$ cat config.mk
export PLATFORM = sky130hd
export DESIGN_NAME = uart_rx_async_flat
export DESIGN_NICKNAME = d
export VERILOG_FILES = /design/src/rtl/uart_pkg.sv /design/src/rtl/uart_rx_async_if.sv /design/src/rtl/uart_rx_filter.sv /design/src/rtl/uart_rx_async.sv /design/src/flat_wrapper.sv
export SDC_FILE = /design/constraint.sdc
export NUM_CORES = 1
export LEC_CHECK = 0
export ABC_CLOCK_PERIOD_IN_PS = 3940
export CAP_MARGIN = 15
export CORE_ASPECT_RATIO = 1.25
export CORE_MARGIN = 3
export CORE_UTILIZATION = 58
export DETAILED_ROUTE_END_ITERATION = 8
export PLACE_DENSITY_LB_ADDON = 0.05
export SLEW_MARGIN = 20
export SYNTH_ARGS = -nofsm -noshare
export SYNTH_HDL_FRONTEND = slang
export SYNTH_SLANG_ARGS = --single-unit
$ cat constraint.sdc
create_clock -name clk -period 3.94 [get_ports clk]
set_input_delay 0.394 -clock clk [delete_from_list [all_inputs] [get_ports clk]]
set_output_delay 0.394 -clock clk [all_outputs]
set_load 0.01 [all_outputs]
$ cat src/rtl/uart_pkg.sv
// Shared definitions for the UART receive path: FSM encoding, oversampling
// constants and the majority vote used by the line filter.
package uart_pkg;

  typedef enum logic [2:0] {
    WAIT_HIGH,
    IDLE,
    START,
    DATA,
    PARITY,
    STOP
  } rx_state_t;

  localparam int         OVERSAMPLE  = 16;
  localparam logic [3:0] MID_SAMPLE  = 4'd7;
  localparam logic [3:0] LAST_SAMPLE = 4'(OVERSAMPLE - 1);

  function automatic logic majority3(input logic [2:0] s);
    return (s[0] & s[1]) | (s[0] & s[2]) | (s[1] & s[2]);
  endfunction

endpackage

$ cat src/rtl/uart_rx_async_if.sv
// Receiver-side bundle: line, frame format, host strobes and received-data/status.
interface uart_rx_async_if;
  logic       baud_clock;
  logic       rx;
  logic       bit8;
  logic       parity_en;
  logic       odd_n_even;
  logic       read_rx_byte;
  logic       clear_errors;
  logic       fifo_full;
  logic [7:0] rx_byte;
  logic       rx_ready;
  logic       fifo_write;
  logic       parity_err;
  logic       framing_err;
  logic       overflow;

  modport master (
    output baud_clock, rx, bit8, parity_en, odd_n_even,
    output read_rx_byte, clear_errors, fifo_full,
    input  rx_byte, rx_ready, fifo_write, parity_err, framing_err, overflow
  );

  modport slave (
    input  baud_clock, rx, bit8, parity_en, odd_n_even,
    input  read_rx_byte, clear_errors, fifo_full,
    output rx_byte, rx_ready, fifo_write, parity_err, framing_err, overflow
  );
endinterface

$ cat src/rtl/uart_rx_filter.sv
// Synchroniser chain on the asynchronous rx line followed by a 3-sample
// majority vote taken on the 16x baud enable.
module uart_rx_filter
  import uart_pkg::*;
#(
  parameter int SYNC_STAGES = 2
) (
  input  logic clk,
  input  logic reset,
  input  logic baud_clock,
  input  logic rx,
  output logic rx_f
);

  logic [SYNC_STAGES-1:0] sync;
  logic [2:0]             taps;

  // Idle-high reset values keep the FSM from seeing a start edge out of reset.
  always_ff @(posedge clk) begin
    if (reset) begin
      sync <= '1;
      taps <= '1;
    end else begin
      sync <= {sync[SYNC_STAGES-2:0], rx};
      if (baud_clock) taps <= {taps[1:0], sync[SYNC_STAGES-1]};
    end
  end

  assign rx_f = majority3(taps);

endmodule

$ cat src/rtl/uart_rx_async.sv
// Asynchronous UART receiver: 16x oversampled frame FSM with optional parity,
// delivering to a holding register (RX_FIFO=0) or an external FIFO (RX_FIFO=1).
module uart_rx_async
  import uart_pkg::*;
#(
  parameter int RX_FIFO     = 0,
  parameter int SYNC_STAGES = 2
) (
  input  logic            clk,
  input  logic            reset,
  uart_rx_async_if.slave  bus
);

  logic       rx_f;
  rx_state_t  state, state_nxt;
  logic [3:0] cnt, cnt_nxt;
  logic [2:0] idx, idx_nxt;
  logic [7:0] shreg, shreg_nxt;
  logic       deliver, par_set, frm_set, last_bit;

  uart_rx_filter #(.SYNC_STAGES(SYNC_STAGES)) u_filter (
    .clk        (clk),
    .reset      (reset),
    .baud_clock (bus.baud_clock),
    .rx         (bus.rx),
    .rx_f       (rx_f)
  );

  assign last_bit = bus.bit8 ? (idx == 3'd7) : (idx == 3'd6);

  always_ff @(posedge clk) begin
    if (reset) begin
      state <= WAIT_HIGH;
      cnt   <= '0;
      idx   <= '0;
      shreg <= '0;
    end else begin
      state <= state_nxt;
      cnt   <= cnt_nxt;
      idx   <= idx_nxt;
      shreg <= shreg_nxt;
    end
  end

  always_comb begin
    state_nxt = state;
    cnt_nxt   = cnt;
    idx_nxt   = idx;
    shreg_nxt = shreg;
    deliver   = 1'b0;
    par_set   = 1'b0;
    frm_set   = 1'b0;
    if (bus.baud_clock) begin
      unique case (state)
        WAIT_HIGH: if (rx_f) state_nxt = IDLE;
        IDLE: begin
          cnt_nxt = '0;
          if (!rx_f) state_nxt = START;
        end
        START: begin
          cnt_nxt = cnt + 4'd1;
          if (cnt == MID_SAMPLE) begin
            cnt_nxt = '0;
            if (rx_f) begin
              state_nxt = IDLE;
            end else begin
              state_nxt = DATA;
              idx_nxt   = '0;
              shreg_nxt = '0;
            end
          end
        end
        DATA: begin
          cnt_nxt = cnt + 4'd1;
          if (cnt == LAST_SAMPLE) begin
            shreg_nxt[idx] = rx_f;
            if (last_bit) state_nxt = bus.parity_en ? PARITY : STOP;
            else          idx_nxt   = idx + 3'd1;
          end
        end
        PARITY: begin
          cnt_nxt = cnt + 4'd1;
          if (cnt == LAST_SAMPLE) begin
            par_set   = (rx_f != (bus.odd_n_even ^ (^shreg)));
            state_nxt = STOP;
          end
        end
        STOP: begin
          cnt_nxt = cnt + 4'd1;
          if (cnt == LAST_SAMPLE) begin
            deliver   = 1'b1;
            frm_set   = !rx_f;
            state_nxt = rx_f ? IDLE : WAIT_HIGH;
          end
        end
        default: state_nxt = WAIT_HIGH;
      endcase
    end
  end

  // Host strobes act every clk; an error set in the same clk as a clear wins.
  always_ff @(posedge clk) begin
    if (reset) begin
      bus.rx_byte     <= '0;
      bus.rx_ready    <= 1'b0;
      bus.fifo_write  <= 1'b0;
      bus.parity_err  <= 1'b0;
      bus.framing_err <= 1'b0;
      bus.overflow    <= 1'b0;
    end else begin
      bus.fifo_write <= 1'b0;
      if (bus.read_rx_byte) bus.rx_ready <= 1'b0;
      if (bus.clear_errors) begin
        bus.parity_err  <= 1'b0;
        bus.framing_err <= 1'b0;
        bus.overflow    <= 1'b0;
      end
      if (par_set) bus.parity_err  <= 1'b1;
      if (frm_set) bus.framing_err <= 1'b1;
      if (deliver) begin
        if (RX_FIFO == 0) begin
          if (bus.rx_ready && !bus.read_rx_byte) begin
            bus.overflow <= 1'b1;
          end else begin
            bus.rx_byte  <= shreg;
            bus.rx_ready <= 1'b1;
          end
        end else begin
          if (bus.fifo_full) begin
            bus.overflow <= 1'b1;
          end else begin
            bus.rx_byte    <= shreg;
            bus.fifo_write <= 1'b1;
          end
        end
      end
    end
  end

endmodule
$ cat src/flat_wrapper.sv
// flat-port wrapper written by rule: the top's interface ports become plain ports
module uart_rx_async_flat import uart_pkg::*;
#(
  parameter int RX_FIFO     = 0,
  parameter int SYNC_STAGES = 2
)
  (clk, reset, bus_baud_clock, bus_rx, bus_bit8, bus_parity_en, bus_odd_n_even, bus_read_rx_byte, bus_clear_errors, bus_fifo_full, bus_rx_byte, bus_rx_ready, bus_fifo_write, bus_parity_err, bus_framing_err, bus_overflow);
  uart_rx_async_if bus_i ();
  input  logic clk;
  input  logic reset;
  input wire logic [$bits(bus_i.baud_clock)-1:0] bus_baud_clock;
  input wire logic [$bits(bus_i.rx)-1:0] bus_rx;
  input wire logic [$bits(bus_i.bit8)-1:0] bus_bit8;
  input wire logic [$bits(bus_i.parity_en)-1:0] bus_parity_en;
  input wire logic [$bits(bus_i.odd_n_even)-1:0] bus_odd_n_even;
  input wire logic [$bits(bus_i.read_rx_byte)-1:0] bus_read_rx_byte;
  input wire logic [$bits(bus_i.clear_errors)-1:0] bus_clear_errors;
  input wire logic [$bits(bus_i.fifo_full)-1:0] bus_fifo_full;
  output wire logic [$bits(bus_i.rx_byte)-1:0] bus_rx_byte;
  output wire logic [$bits(bus_i.rx_ready)-1:0] bus_rx_ready;
  output wire logic [$bits(bus_i.fifo_write)-1:0] bus_fifo_write;
  output wire logic [$bits(bus_i.parity_err)-1:0] bus_parity_err;
  output wire logic [$bits(bus_i.framing_err)-1:0] bus_framing_err;
  output wire logic [$bits(bus_i.overflow)-1:0] bus_overflow;
  assign bus_i.baud_clock = bus_baud_clock;
  assign bus_i.rx = bus_rx;
  assign bus_i.bit8 = bus_bit8;
  assign bus_i.parity_en = bus_parity_en;
  assign bus_i.odd_n_even = bus_odd_n_even;
  assign bus_i.read_rx_byte = bus_read_rx_byte;
  assign bus_i.clear_errors = bus_clear_errors;
  assign bus_i.fifo_full = bus_fifo_full;
  assign bus_rx_byte = bus_i.rx_byte;
  assign bus_rx_ready = bus_i.rx_ready;
  assign bus_fifo_write = bus_i.fifo_write;
  assign bus_parity_err = bus_i.parity_err;
  assign bus_framing_err = bus_i.framing_err;
  assign bus_overflow = bus_i.overflow;
  uart_rx_async #(.RX_FIFO(RX_FIFO), .SYNC_STAGES(SYNC_STAGES)) u_core (.clk(clk), .reset(reset), .bus(bus_i));
endmodule
### Word level (Yosys, flattened, before mapping)

Cells that the tools add are included.

* bits in registers: 35
* bits in latches: 0
* bits in writable memories: 0
* bits in read-only memories: 0
* input port bits: 10
* output and inout port bits: 13
* word-level logic and storage cells: 101
* memories kept: 0

* add/sub/neg operators: 2
* multiply operators: 0
* divide/modulo/power cells: 0
* order comparisons: 2
* equality and inequality tests: 19
* shifts and indexed selects: 0
* multiplexer cells: 44
* bitwise logic cells: 7
* reduce and logical (&&, ||, !) cells: 16

Operators by type and width (number)
* $mux 3: 11
* $mux 8: 3
* $mux 1: 22
* $pmux 3 s6: 1
* $pmux 8 s2: 1
* $eq 3x3->1 const B: 4
* $ne 2x1->1 const B: 6
* $pmux 4 s3: 1
* $bwmux 8: 1
* $reduce_and 8->1: 1
* $reduce_xor 8->1: 1
* $eq 3x2->1 const B: 2
* $ne 2x2->1 const B: 3
* $pmux 3 s2: 1
* $reduce_and 6->1: 1
* $reduce_bool 2->1: 3
* $reduce_and 5->1: 1
* $add 4x1->4 const B: 1
* $eq 4x3->1 const B: 1
* $eq 4x4->1 const B: 1
* $lt 3x4->1 const B: 1
* $mux 4: 1
* $reduce_and 2->1: 2
* $add 3x1->3 const B: 1
* other kinds (14): 19

### Logic depth before layout (Yosys ltp)

* depth after elaboration: 8
* mapped depth: 7
* gate-level depth less buffers: 6

### By module

From an unflattened synthesis, not the netlist that was laid out.

* cell total of the unflattened synthesis: 215
* area total of the unflattened synthesis: 1904.3 um^2

By module, submodules not included
* uart_rx_async: times used 1, cells an instance 201, area each 1736.7 um^2
* uart_rx_filter: times used 1, cells an instance 14, area each 167.7 um^2

### Worst setup path before layout

Ideal clock, no wire load.

* path kind: register -> register
* from: register u_core.u_filter.taps[1]
* to: register u_core.shreg[0]
* setup time: 0.130 ns
* data arrival time: 1.585 ns
* required time: 3.810 ns
* slack: 2.225 ns
* stages on the path, launching flop included: 7
* clock period less this slack: 1.715 ns
* cell sequence: dfxtp_1 > maj3_2 > a2111oi_4 > nand2b_2 > buf_6 > o311ai_2 > o41ai_1

* cells in the longest elaborated chain, start to end: 6

RTL lines
* start, declared: RTL line uart_rx_filter.sv:16 `logic [2:0] taps;`
* start signal, assigned: RTL line uart_rx_filter.sv:25 `if (baud_clock) taps <= {taps[1:0], sync[SYNC_STAGES-1]};`
* $and 1x1->1: RTL line uart_pkg.sv:19 `return (s[0] & s[1]) | (s[0] & s[2]) | (s[1] & s[2]);`
* $or 1x1->1: RTL line uart_pkg.sv:19
* $or 1x1->1 *: RTL line uart_pkg.sv:19
* $bwmux 8: RTL line uart_rx_async.sv:76 `shreg_nxt[idx] = rx_f;`
* $mux 8: RTL line uart_rx_async.sv:75 `if (cnt == LAST_SAMPLE) begin`
* $pmux 8 s2: RTL line uart_rx_async.sv:54 `unique case (state)`
* end signal, assigned: RTL line uart_rx_async.sv:41 `shreg <= shreg_nxt;`
* end, declared: RTL line uart_rx_async.sv:18 `logic [7:0] shreg, shreg_nxt;`

Every way passes the cells marked *; elsewhere a longest branch is shown, timed or not. The select of a mux whose other input is x is not followed.
A chain may end at the register's enable or synchronous reset.

### Final worst setup path

* from: input port bus_baud_clock
* to: register u_core.shreg[1]

* cells in the longest elaborated chain, start to end: 1

RTL lines
* start, declared: RTL line flat_wrapper.sv:11 `input wire logic [$bits(bus_i.baud_clock)-1:0] bus_baud_clock;`
* $reduce_and 5->1 (no line)

No other way between the ends.

==> results.ini <==
[routing]
drt-initial-drc-count=57
vias=1437
dr.pass1.iters=4
wl_um=3519
vias_per_cell=5.865
drc=0
wl_per_cell_um=14.36
antenna_left=0

[final_layout]
drive_gt1_share_pct=8.531
fin_cells=245
synthToLayoutAreaGrowth_pct=14.90
final_nets=222
insertedDiodeCount=0
final_core_util_pct=71.34

[power]
vdd_drop_max_v=0.0002498
power_frac_clock_pct=30.2
p_int_mw=0.4499
switching_share_pct=26.14
combPwrFrac_pct=9.4
p_leak_nw=0.7103
power-per-cell-area_nw_per_um2=309.5
switching_power_mw=0.1592
seq_power_share_pct=60.4

[worst_setup_path]
startpoint_type=input pin
ff2ff_path_depth=5
critPathRequiredTime_ns=4.17
crit_start=bus_baud_clock
crit_path_end=u_core.shreg[1]$_SDFFE_PP0P_
arrival_ns=2.39
endpoint_kind=flop
r2r_end=u_core.shreg[1]$_SDFFE_PP0P_
regToRegSetupSlack_ns=1.78
worst-setup-path-type=input pin to flop
r2r-start=u_core.state[0]$_SDFFE_PP0P_
worstPathMaxFanout=13

[clock_tree]
post_cts_buffers=0
numCtsBuffers=5
ctsHoldBuffers=0
clock-sinks=35
cts_resized=0
clk_pin_slew_ns=0.10
insertion_delay_ns=0.34
clock_path_buffers=2
htree_levels=2
cts_tree=yes
cts_root_buf=clkbuf_4

[floorplan]
ios=23
die_w_um=54.61
start_util_pct=62.09
die-area_um2=3645
coreArea_um2=2759
die_y_um=66.76
rows=21

[synth]
synth_ff_type=dfxtp_1
yosysWarnings=0
ys_seq_elements=35
yosys-top-cells-area=dfxtp_1 41%, mux2i_1 4.7%, xnor2_1 4.6%, nor2_1 3.7%, a21oi_1 3.5%
syn_avg_cell_area_um2=8.968
netlist_area_um2=1713
synthArstFlopShare_pct=0
synth.distinct_cells=45
synth-edff-count=0
synth_top_area_share_pct=40.91
seq_area_frac_synth_pct=40.91
synth.most_common_cell=dfxtp_1
synthCells=191
syn-num-nets=203
ys_top_cells_by_count=35 x dfxtp_1, 17 x nor2_1, 14 x nand2_1, 12 x a21oi_1
yosysTopAreaCell=dfxtp_1

[placement]
hpwlAfterDp_um=2523
place_inst=237
globalplace.congestion=0.8063
io_buffers=20

[sta]
worstMarginPinSlew_ns=0.7948
slew_headroom_pct=46.77
min_period_over_period_pct=54.88
tns_ns=0
layout_min_cycle_time_ns=2.162
setup_violations=0
hold_viol=0
whs_ns=0.4407
fmax_ghz=0.4625
clock_skew_ns=0.01248
slew_violations=0
rsz0062_at_grt=no

[global_routing]
grt_pass1_vias=1364
grt_usage_pct=22.49
antenna_found_initial=0
overflow=0
grt_pass1_wl_um=5913
grt_max_degree=29

[run]
drv_cap=0

[outcome]
status=completed

[hold_path]
hp-class=flop to flop

==> stage by stage <==
step | total power, mW | instance area (um^2) | worst slack (ns)
floorplan | 0.4148 | 1713 | 2.225
global placement | 0.4294 | 1916 | 1.485
detailed placement | 0.4318 | 1916 | 1.437
CTS | 0.6179 | 1968 | 1.791
global route | 0.6379 | 1968 | 1.566
finish | 0.6091 | 1968 | 1.778
==> registers in the layout, summed over array words and instances, names as in the netlist <==
register / cells
u_core.bus.parity_err: 1
u_core.idx: 3
u_core.cnt: 4
u_core.bus.rx_byte: 8
u_core.bus.rx_ready: 1
u_core.state: 3
u_core.u_filter.sync: 2
u_core.bus.framing_err: 1
u_core.shreg: 8
u_core.bus.overflow: 1
u_core.u_filter.taps: 3
==> placed cells by master (no fill, tap or decap), drive strengths merged, types with 2 or more instances in the layout <==
cell	synthesis	routed
a211o	3	3
a21oi	12	12
a31oi	2	2
and2	2	2
clkbuf	5	5
clkdlybuf4s50	0	20
clkinv	0	3
dfxtp	35	35
ha	2	2
inv	3	3
mux2i	8	8
nand2	15	15
nand2b	7	7
nand3	6	6
nor2	17	17
nor2b	8	8
nor3	2	2
nor3b	2	2
o211ai	7	7
o21ai	9	9
o311ai	2	2
o31ai	6	6
o41ai	3	3
or2	3	3
or3	2	2
xnor2	9	9
xor2	3	3
==> worst min path at each step <==
stage / from / cells after the start / end / slack (ns)
after floorplan: u_core.u_filter.sync[0]$_SDFF_PP1_ / 1 / u_core.u_filter.sync[1]$_SDFF_PP1_ / 0.39
after global placement: u_core.u_filter.sync[0]$_SDFF_PP1_ / 1 / u_core.u_filter.sync[1]$_SDFF_PP1_ / 0.40
after detailed placement: u_core.u_filter.sync[0]$_SDFF_PP1_ / 1 / u_core.u_filter.sync[1]$_SDFF_PP1_ / 0.42
after CTS: u_core.u_filter.sync[0]$_SDFF_PP1_ / 1 / u_core.u_filter.sync[1]$_SDFF_PP1_ / 0.44
after global routing: u_core.u_filter.sync[0]$_SDFF_PP1_ / 1 / u_core.u_filter.sync[1]$_SDFF_PP1_ / 0.46
final: u_core.u_filter.sync[0]$_SDFF_PP1_ / 1 / u_core.u_filter.sync[1]$_SDFF_PP1_ / 0.44
==> metal layers <==
layer / track usage, % / wire [um] / vias up
li1: - / - / 722
met1: 24.41 / 1486 / 674
met2: 36.83 / 1792 / 34
met3: 7.383 / 182 / 7
met4: 12.77 / 57 / 0
met5: 0 / 0 / -
==> power groups by stage <==
stage          clock (mW)  sequential (mW)  combinational (mW)
2_1_floorplan           0            0.371              0.0439
3_3_place_gp            0            0.376              0.0538
3_5_place_dp            0            0.376              0.0559
4_1_cts             0.194            0.368              0.0565
5_1_grt             0.206            0.369              0.0629
6_report            0.184            0.368              0.0572
==> cells by family after synthesis <==
logic type	share of synthesized area [%]
compound gates	21.18
xor+xnor	6.136
buf+inv	3.433
flops	40.91
mux	4.675
other cells	0.2189
fa+ha+maj	2.118
simple gates	21.33
==> area by class of cell <==
| type | count | area [um^2] |
|---|---|---|
| Clock inverter | 3 | 15.01 |
| Timing Repair Buffer | 21 | 207.7 |
| Clock buffer | 5 | 37.54 |
| Multi-Input combinational cell | 144 | 953.4 |
| Tap cell | 34 | 42.54 |
| Fill cell | 231 | 790.8 |
| Sequential cell | 35 | 700.7 |
| Inverter | 3 | 11.26 |
==> critical path, stage by stage <==
cell	delay, ns
clkdlybuf4s50_1	0.73
nand3b_1	0.23
nor3_1	0.36
a31oi_1	0.36
o311ai_1	0.19
o41ai_1	0.11
No activity file was read; power rests on OpenSTA's default activity.
